**src/rtl/rr_arb_eight.sv**
```systemverilog
// rr_arb_eight: eight-way round-robin arbiter with a hold limit.
//
// Each grant is held for at most MAX_HOLD consecutive cycles while other
// requesters are waiting, then it rotates to the next requester. All outputs
// come straight from registers.
//
// Ports:
//   clk      - system clock; state changes on the rising edge
//   rst_n    - asynchronous active-low reset
//   enab     - allows new grants and preemption
//   req      - request lines, one per requester
//   gnt      - one-hot grant vector, all-zero when idle
//   gnt_idx  - binary index of the current (or most recent) owner
//   gnt_vld  - high while a grant is active
module rr_arb_eight #(
  parameter int MAX_HOLD = 15
) (
  input  logic       clk,
  input  logic       rst_n,
  input  logic       enab,
  input  logic [7:0] req,
  output logic [7:0] gnt,
  output logic [2:0] gnt_idx,
  output logic       gnt_vld
);

  typedef enum logic {IDLE, GRANT} state_t;

  state_t     r_state;
  logic [2:0] r_lp;
  logic [7:0] r_hc;
  logic [2:0] r_gntIdx;
  logic       r_gntVld;
  logic [7:0] r_gnt;

  logic [7:0] w_selMask;
  logic [2:0] w_selIdx;
  logic       w_selFound;
  logic [2:0] w_cand;

  // While granting, the current owner is masked out so the search only finds
  // other requesters. On a release its request bit is already low, and on a
  // timeout it must be excluded, so one mask serves both cases.
  always_comb begin
    w_selMask = req;
    if (r_state == GRANT) begin
      w_selMask = req & ~(8'b1 << r_gntIdx);
    end
  end

  // Rotating-priority search starting one past the last owner; the 3-bit
  // addition wraps 7 -> 0, so the last owner itself is examined last.
  always_comb begin
    w_selIdx   = r_lp;
    w_selFound = 1'b0;
    w_cand     = r_lp;
    for (int k = 1; k <= 8; k++) begin
      w_cand = r_lp + 3'(k);
      if (!w_selFound && w_selMask[w_cand]) begin
        w_selIdx   = w_cand;
        w_selFound = 1'b1;
      end
    end
  end

  // The hold counter saturates at MAX_HOLD, so a lone owner can keep the
  // grant indefinitely and still be preempted as soon as a competitor shows
  // up. A release always wins over a simultaneous timeout.
  always_ff @(posedge clk or negedge rst_n) begin
    if (!rst_n) begin
      r_state  <= IDLE;
      r_lp     <= 3'd7;
      r_hc     <= 8'd0;
      r_gntIdx <= 3'd0;
      r_gntVld <= 1'b0;
      r_gnt    <= 8'd0;
    end else begin
      case (r_state)
        IDLE: begin
          if (enab && w_selFound) begin
            r_state  <= GRANT;
            r_gntIdx <= w_selIdx;
            r_lp     <= w_selIdx;
            r_hc     <= 8'd1;
            r_gntVld <= 1'b1;
            r_gnt    <= 8'b1 << w_selIdx;
          end
        end
        GRANT: begin
          if (!req[r_gntIdx]) begin
            if (enab && w_selFound) begin
              r_gntIdx <= w_selIdx;
              r_lp     <= w_selIdx;
              r_hc     <= 8'd1;
              r_gnt    <= 8'b1 << w_selIdx;
            end else begin
              r_state  <= IDLE;
              r_gntVld <= 1'b0;
              r_gnt    <= 8'd0;
            end
          end else if (r_hc < 8'(MAX_HOLD)) begin
            r_hc <= r_hc + 8'd1;
          end else if (enab && w_selFound) begin
            r_gntIdx <= w_selIdx;
            r_lp     <= w_selIdx;
            r_hc     <= 8'd1;
            r_gnt    <= 8'b1 << w_selIdx;
          end
        end
        default: begin
          r_state  <= IDLE;
          r_gntVld <= 1'b0;
          r_gnt    <= 8'd0;
        end
      endcase
    end
  end

  assign gnt     = r_gnt;
  assign gnt_idx = r_gntIdx;
  assign gnt_vld = r_gntVld;

endmodule

```
**config.mk**
```make
export PLATFORM = sky130hd
export DESIGN_NAME = rr_arb_eight
export DESIGN_NICKNAME = d
export VERILOG_FILES = /design/src/rtl/rr_arb_eight.sv
export SDC_FILE = /design/constraint.sdc
export NUM_CORES = 1
export LEC_CHECK = 0
export ABC_CLOCK_PERIOD_IN_PS = 3420
export CAP_MARGIN = 0
export CORE_AREA = 2 2 82 64
export DETAILED_ROUTE_END_ITERATION = 16
export DIE_AREA = 0 0 84 66
export HOLD_SLACK_MARGIN = 0.12
export PLACE_DENSITY_LB_ADDON = 0.08
export SYNTH_ARGS = -nofsm -noshare
export SYNTH_HDL_FRONTEND = slang
export SYNTH_SLANG_ARGS = --single-unit
```
**constraint.sdc**
```tcl
create_clock -name clk -period 3.42 [get_ports clk]
set_clock_uncertainty 0.05 [all_clocks]
set_input_delay 0.684 -clock clk [delete_from_list [all_inputs] [get_ports clk]]
set_output_delay 0.684 -clock clk [all_outputs]
set_load 0.01 [all_outputs]
```
After elaboration in Yosys (flattened, before gate mapping) --
Index checks and enable logic that the tools add are counted.
Storage, ports and cells: flip-flop bits (word level) 24, input bits 11, logic and storage cells 108
Operators by class: add/sub/neg operators 8, order comparisons 10, equality and inequality tests 4, shift operators 2, muxes and demuxes 59, bitwise operators 3, reduce and logical (&&, ||, !) cells 16
Operators by type and width (number):
- 8-bit two-way mux | 8
- 3-bit two-way mux | 14
- 3-bit by 4-bit less-than comparator with 1-bit output (second input constant) | 9
- 8-bit one-hot mux with 2 select lines | 2
- 1-bit binary-select mux with 3-bit select | 9
- 1-bit two-way mux | 22
- 1-bit by 3-bit left shift with 8-bit output (first input constant) | 2
- 3-bit adder (second input constant) | 4
- 3-bit one-hot mux with 2 select lines | 2
- 8-bit by 1-bit adder with 8-bit output (second input constant) | 1
- 8-bit bitwise AND | 1
- 1-bit logical AND | 8
- 8-bit by 4-bit less-than comparator with 1-bit output (second input constant) | 1
- 8-bit inverter | 1
- 1-bit zero test | 7
- 3-bit by 2-bit adder with 3-bit output (second input constant) | 2
- 2-bit != test (second input constant) | 3
- 1-bit one-hot mux with 2 select lines | 2
- 3-bit by 1-bit adder with 3-bit output (second input constant) | 1
- 3-bit != test (second input constant) | 1
- 3-bit AND reduction | 1
- 1-bit inverter | 1

Depth between registers and ports, before layout --
depth after elaboration 33, depth in mapped cells 14

Worst setup path before layout --
No wires, ideal clock.
path kind register to register, start register r_lp[0], end register r_gnt[2] (netlist: gnt[2]), arrival 3.408 ns, setup slack -0.116 ns, cell stages (with the launch flop) 13, path buffers 2, period minus slack after synthesis 3.536 ns, cells stage by stage dfstp_2 inv_1 buf_1 ha_1 buf_2 inv_2 mux2_2 mux4_2 nand4_4 a2bb2oi_1 xnor2_2 or3b_1 o21ai_1
Between the ends: longest elaborated chain between the ends 30, elaborated cells on any way between the ends 60
Ends and longest elaborated chain:
- from (decl) | line 30 | logic [2:0] r_lp;
- from (signal assigned) | line 83 | r_lp <= w_selIdx;
- from (signal assigned) | line 93 | r_lp <= w_selIdx;
- from (signal assigned) | line 105 | r_lp <= w_selIdx;
- 3-bit by 1-bit adder with 3-bit output | line 58 | w_cand = r_lp + 3'(k);
- 1-bit binary-select mux with 3-bit select | line 59 | if (!w_selFound && w_selMask[w_cand]) begin
- 1-bit two-way mux (implied by the code) | line 59
- 1-bit two-way mux | line 59
- 1-bit zero test | line 59
- 1-bit logical AND | line 59
- 1-bit two-way mux | line 59
- 1-bit zero test | line 59
- [... 14 more ...]
- 1-bit zero test | line 59
- 1-bit logical AND | line 59
- 3-bit two-way mux / 1-bit two-way mux (equally long branches) | line 59
- 1-bit by 3-bit left shift with 8-bit output / 1-bit logical AND (equally long branches)
- 8-bit two-way mux | line 80, 103
- 8-bit two-way mux | line 101 | end else if (r_hc < 8'(MAX_HOLD)) begin
- 8-bit two-way mux | line 90 | if (!req[r_gntIdx]) begin
- 8-bit one-hot mux with 2 select lines (*) | line 78 | case (r_state)
- to (signal assigned) | line 86 | r_gnt <= 8'b1 << w_selIdx;
- to (signal assigned) | line 95 | r_gnt <= 8'b1 << w_selIdx;
- to (signal assigned) | line 107 | r_gnt <= 8'b1 << w_selIdx;
- to (decl) | line 34 | logic [7:0] r_gnt;
Mark *: on every way between the ends. The rest lies on a longest branch, timed or not. The select of a mux whose other input is x is not followed. A chain may end at the register's enable or synchronous reset.

Worst setup path after layout --
start input port req[0], end register r_gnt[2] (netlist: gnt[2])
Between the ends: longest elaborated chain between the ends 31, elaborated cells on any way between the ends 58
Ends and longest elaborated chain:
- from (decl) | line 21 | input logic [7:0] req,
- 8-bit bitwise AND | line 47 | w_selMask = req & ~(8'b1 << r_gntIdx);
- 8-bit two-way mux | line 46 | if (r_state == GRANT) begin
- 1-bit binary-select mux with 3-bit select | line 59
- 1-bit two-way mux (implied by the code) | line 59
- 1-bit two-way mux | line 59
- 1-bit zero test | line 59
- 1-bit logical AND | line 59
- 1-bit two-way mux | line 59
- [... 15 more ...]
- 1-bit zero test | line 59
- 1-bit logical AND | line 59
- 3-bit two-way mux / 1-bit two-way mux (equally long branches) | line 59
- 1-bit by 3-bit left shift with 8-bit output / 1-bit logical AND (equally long branches)
- 8-bit two-way mux | line 80, 103
- 8-bit two-way mux | line 101
- 8-bit two-way mux | line 90
- 8-bit one-hot mux with 2 select lines | line 78
Several ways; a longest one is shown, not always the timed one. The select of a mux whose other input is x is not followed.

==> results.md <==
- DP Wirelength: 5.84 mm
- Hold Startpoint: gnt[1]
- Mean routed wirelength per cell: 18.6 um
- Fin. max-slew vios: 0
- Cell area after synthesis: 0.00245 mm^2
- CTS tree: done
- Worst Hold Class: register to register
- Clock Root Buffer: clkbuf_8
- Most used cell, CP: nand2_1
- Crit path cell chain: clkdlybuf4s50_1, nand2_1, mux2_2, mux4_2, a41oi_1, nand2_1, or3b_1, o21ai_1
- CTS clk-pin slew, worst paths: 0.09 ns
- Worst path required time: 3.57 ns
- WP data arrival: 3.46 ns
- Number of distinct library cells after synthesis: 74
- RD Place Congestion: 1.02
- Rows: 22
- Net Count, Synth: 290
- Via density: 6.48
- CTS buffer count: 3
- GRT Residual Overflow: 0
- Syn Area/Cell: 8.89 um^2
- #FFs+latches synth: 24
- CTS Sinks: 24
- Seq/Total Area, Yosys: 24.6%
- Gr usage total: 28.6%
- Worst rel slew slack: 31.9%
- Total wire length: 7.41 mm
- Crit path buf inv count: 1
- # setup viols final: 0
- Die ar.: 0.00554 mm^2
- Antenna-violating nets left: 0
- Crit path capture type: register
- Setup TNS: 0 ns
- First drt pass iteration count: 5
- IO Count: 23
- DR iter-0 viols: 254
- Die Y: 66 um
- Pre-CTS WS: -0.110 ns
- Top cell family by delay on the critical path: multiplexers
- RSZ-0062 raised after global routing: no
- Hold slack final: 0.447 ns
- Ys flop type: dfrtp_1
- Via count: 2579
- Post-synth EDFFs: 0
- WHS Endpoint: gnt[1]
- Port Buffers: 22
- Core area: 0.00476 mm^2
- Synth async-reset ratio: 100%
- Vias in the first global route: 2400
- H-tree Lvls: 1
- Synth Warn #: 0
- Worst slew pin tran: 1.02 ns
- Area post-placement: 0.00307 mm^2
- R2R Setup Slk: 0.14 ns
- Nets: 353
- Commonest cells after routing, fill and taps aside: 53 x buf_4, 32 x nand2_1, 22 x clkdlybuf4s50_1
- F_max: 302 MHz
- FF-to-FF path depth: 10
- Final instance area: 0.00316 mm^2
- Fin. Hold Viols: 0
- Initial antenna violation count: 0
- Cells after Synth: 276
- PnR worst setup slack: 0.113 ns
- Crit start category: primary input
- Die Wd: 84 um
- Fin crit period: 3.31 ns
- DRC: 0
- First-pass GRT wire length: 12.5 mm
- Number of fillers in the final layout: 388
- Synthesis-to-layout area growth: 29.0%
- Clk_lat worst skew: 0.27 ns
- Crit Reg-Reg Endpoint: gnt[2]
- Post-CTS Setup Bufs: 0
- Most common cell after layout, fill and taps aside: buf_4
- Hold-critical path depth: 2
- Antenna Diode Count: 0
- Status: completed
- Initial Util: 51.5%
- Critical path type: primary input to register
- CP max stage cell: clkdlybuf4s50_1
- Period utilization: 96.7%
- Deepest clock path buffer count: 2
- Worst-path maximum fanout: 6
- Critical path's largest stage delay: 0.60 ns
- Pin count of the biggest net entering global routing: 31
- Max-cap violations: 0
- Critical R2R Launch: gnt_idx[2]
- Share of layout cells above drive strength 1: 28.7%
cells in the mapped netlist, types with 6 or more instances:
cell / n / share of area (%)
nand2_1: 32 / 4.9
dfrtp_1: 21 / 21
nand3_1: 18 / 3.7
nor2_1: 17 / 2.6
and2_1: 14 / 3.6
o21ai_0: 13 / 2.7
a21oi_1: 9 / 1.8
mux2i_1: 9 / 3.7
mux4_2: 9 / 8.3
inv_1: 8 / 1.2
a31oi_1: 7 / 1.8
buf_2: 6 / 1.2
o22ai_1: 6 / 1.5
worst min-delay path, cell delays in order, from the launching register on:
cell	delay, ns
dfrtp_1	0.36
nand2_1	0.05
o21ai_0	0.06
how the worst max path moves through the flow:
stage	slack, ns	startpoint	to	cells past startpoint
after floorplan	0.03	r_lp[0]	gnt[4]	11
after global placement	-0.10	req[0]	gnt[2]	11
after detailed placement	-0.11	req[0]	gnt[2]	11
after CTS	0.06	r_lp[0]	gnt[2]	11
after global routing	0.01	gnt_idx[2]	gnt[0]	12
final	0.11	req[0]	gnt[2]	8
kinds of logic after synthesis:
family | after synthesis | synth area share (%)
mux | 22 | 13.8
simple gates | 109 | 24.7
fa+ha+maj | 3 | 1.53
xor+xnor | 7 | 2.80
compound gates | 85 | 27.5
buf+inv | 26 | 5.05
flops | 24 | 24.6
layer usage:
metal / share of wire [%] / GRT usage (%)
met5: 0 / 0
met1: 48 / 42.4
met4: 0.32 / 2.22
met2: 42 / 42.7
met3: 10 / 8.99
what timing repair did:
action | in CTS | in global routing
setup endpoints to repair | 0 | 15
hold buffers | 0 | 0
gates resized for setup | 0 | 6
flip-flops by register name (all words and copies together) (netlist names):
register	cells
gnt_idx	3
r_lp	3
r_hc	8
r_state	1
gnt_vld	1
gnt	8
layout make-up:
| class | count | area [um^2] | share of cell area, % |
|---|---|---|---|
| multi-input cells | 226 | 1760 | 55.6 |
| repair buffers | 75 | 618 | 19.5 |
| flip-flops and latches | 24 | 604 | 19.1 |
| well taps | 60 | 75.1 | 2.37 |
| clock buffers | 3 | 41.3 | 1.30 |
| inverters | 9 | 36.3 | 1.15 |
| clock inverters | 1 | 30.0 | 0.949 |
per-stage QoR:
stage	utilization (%)	cells
floorplan	-	276
global placement	64.5	394
detailed placement	64.5	394
CTS	65.9	398
global route	66.4	398
finish	66.4	398
Power is not shown: default switching activity piles up to over one toggle a cycle in this logic, so the estimate is an artifact.
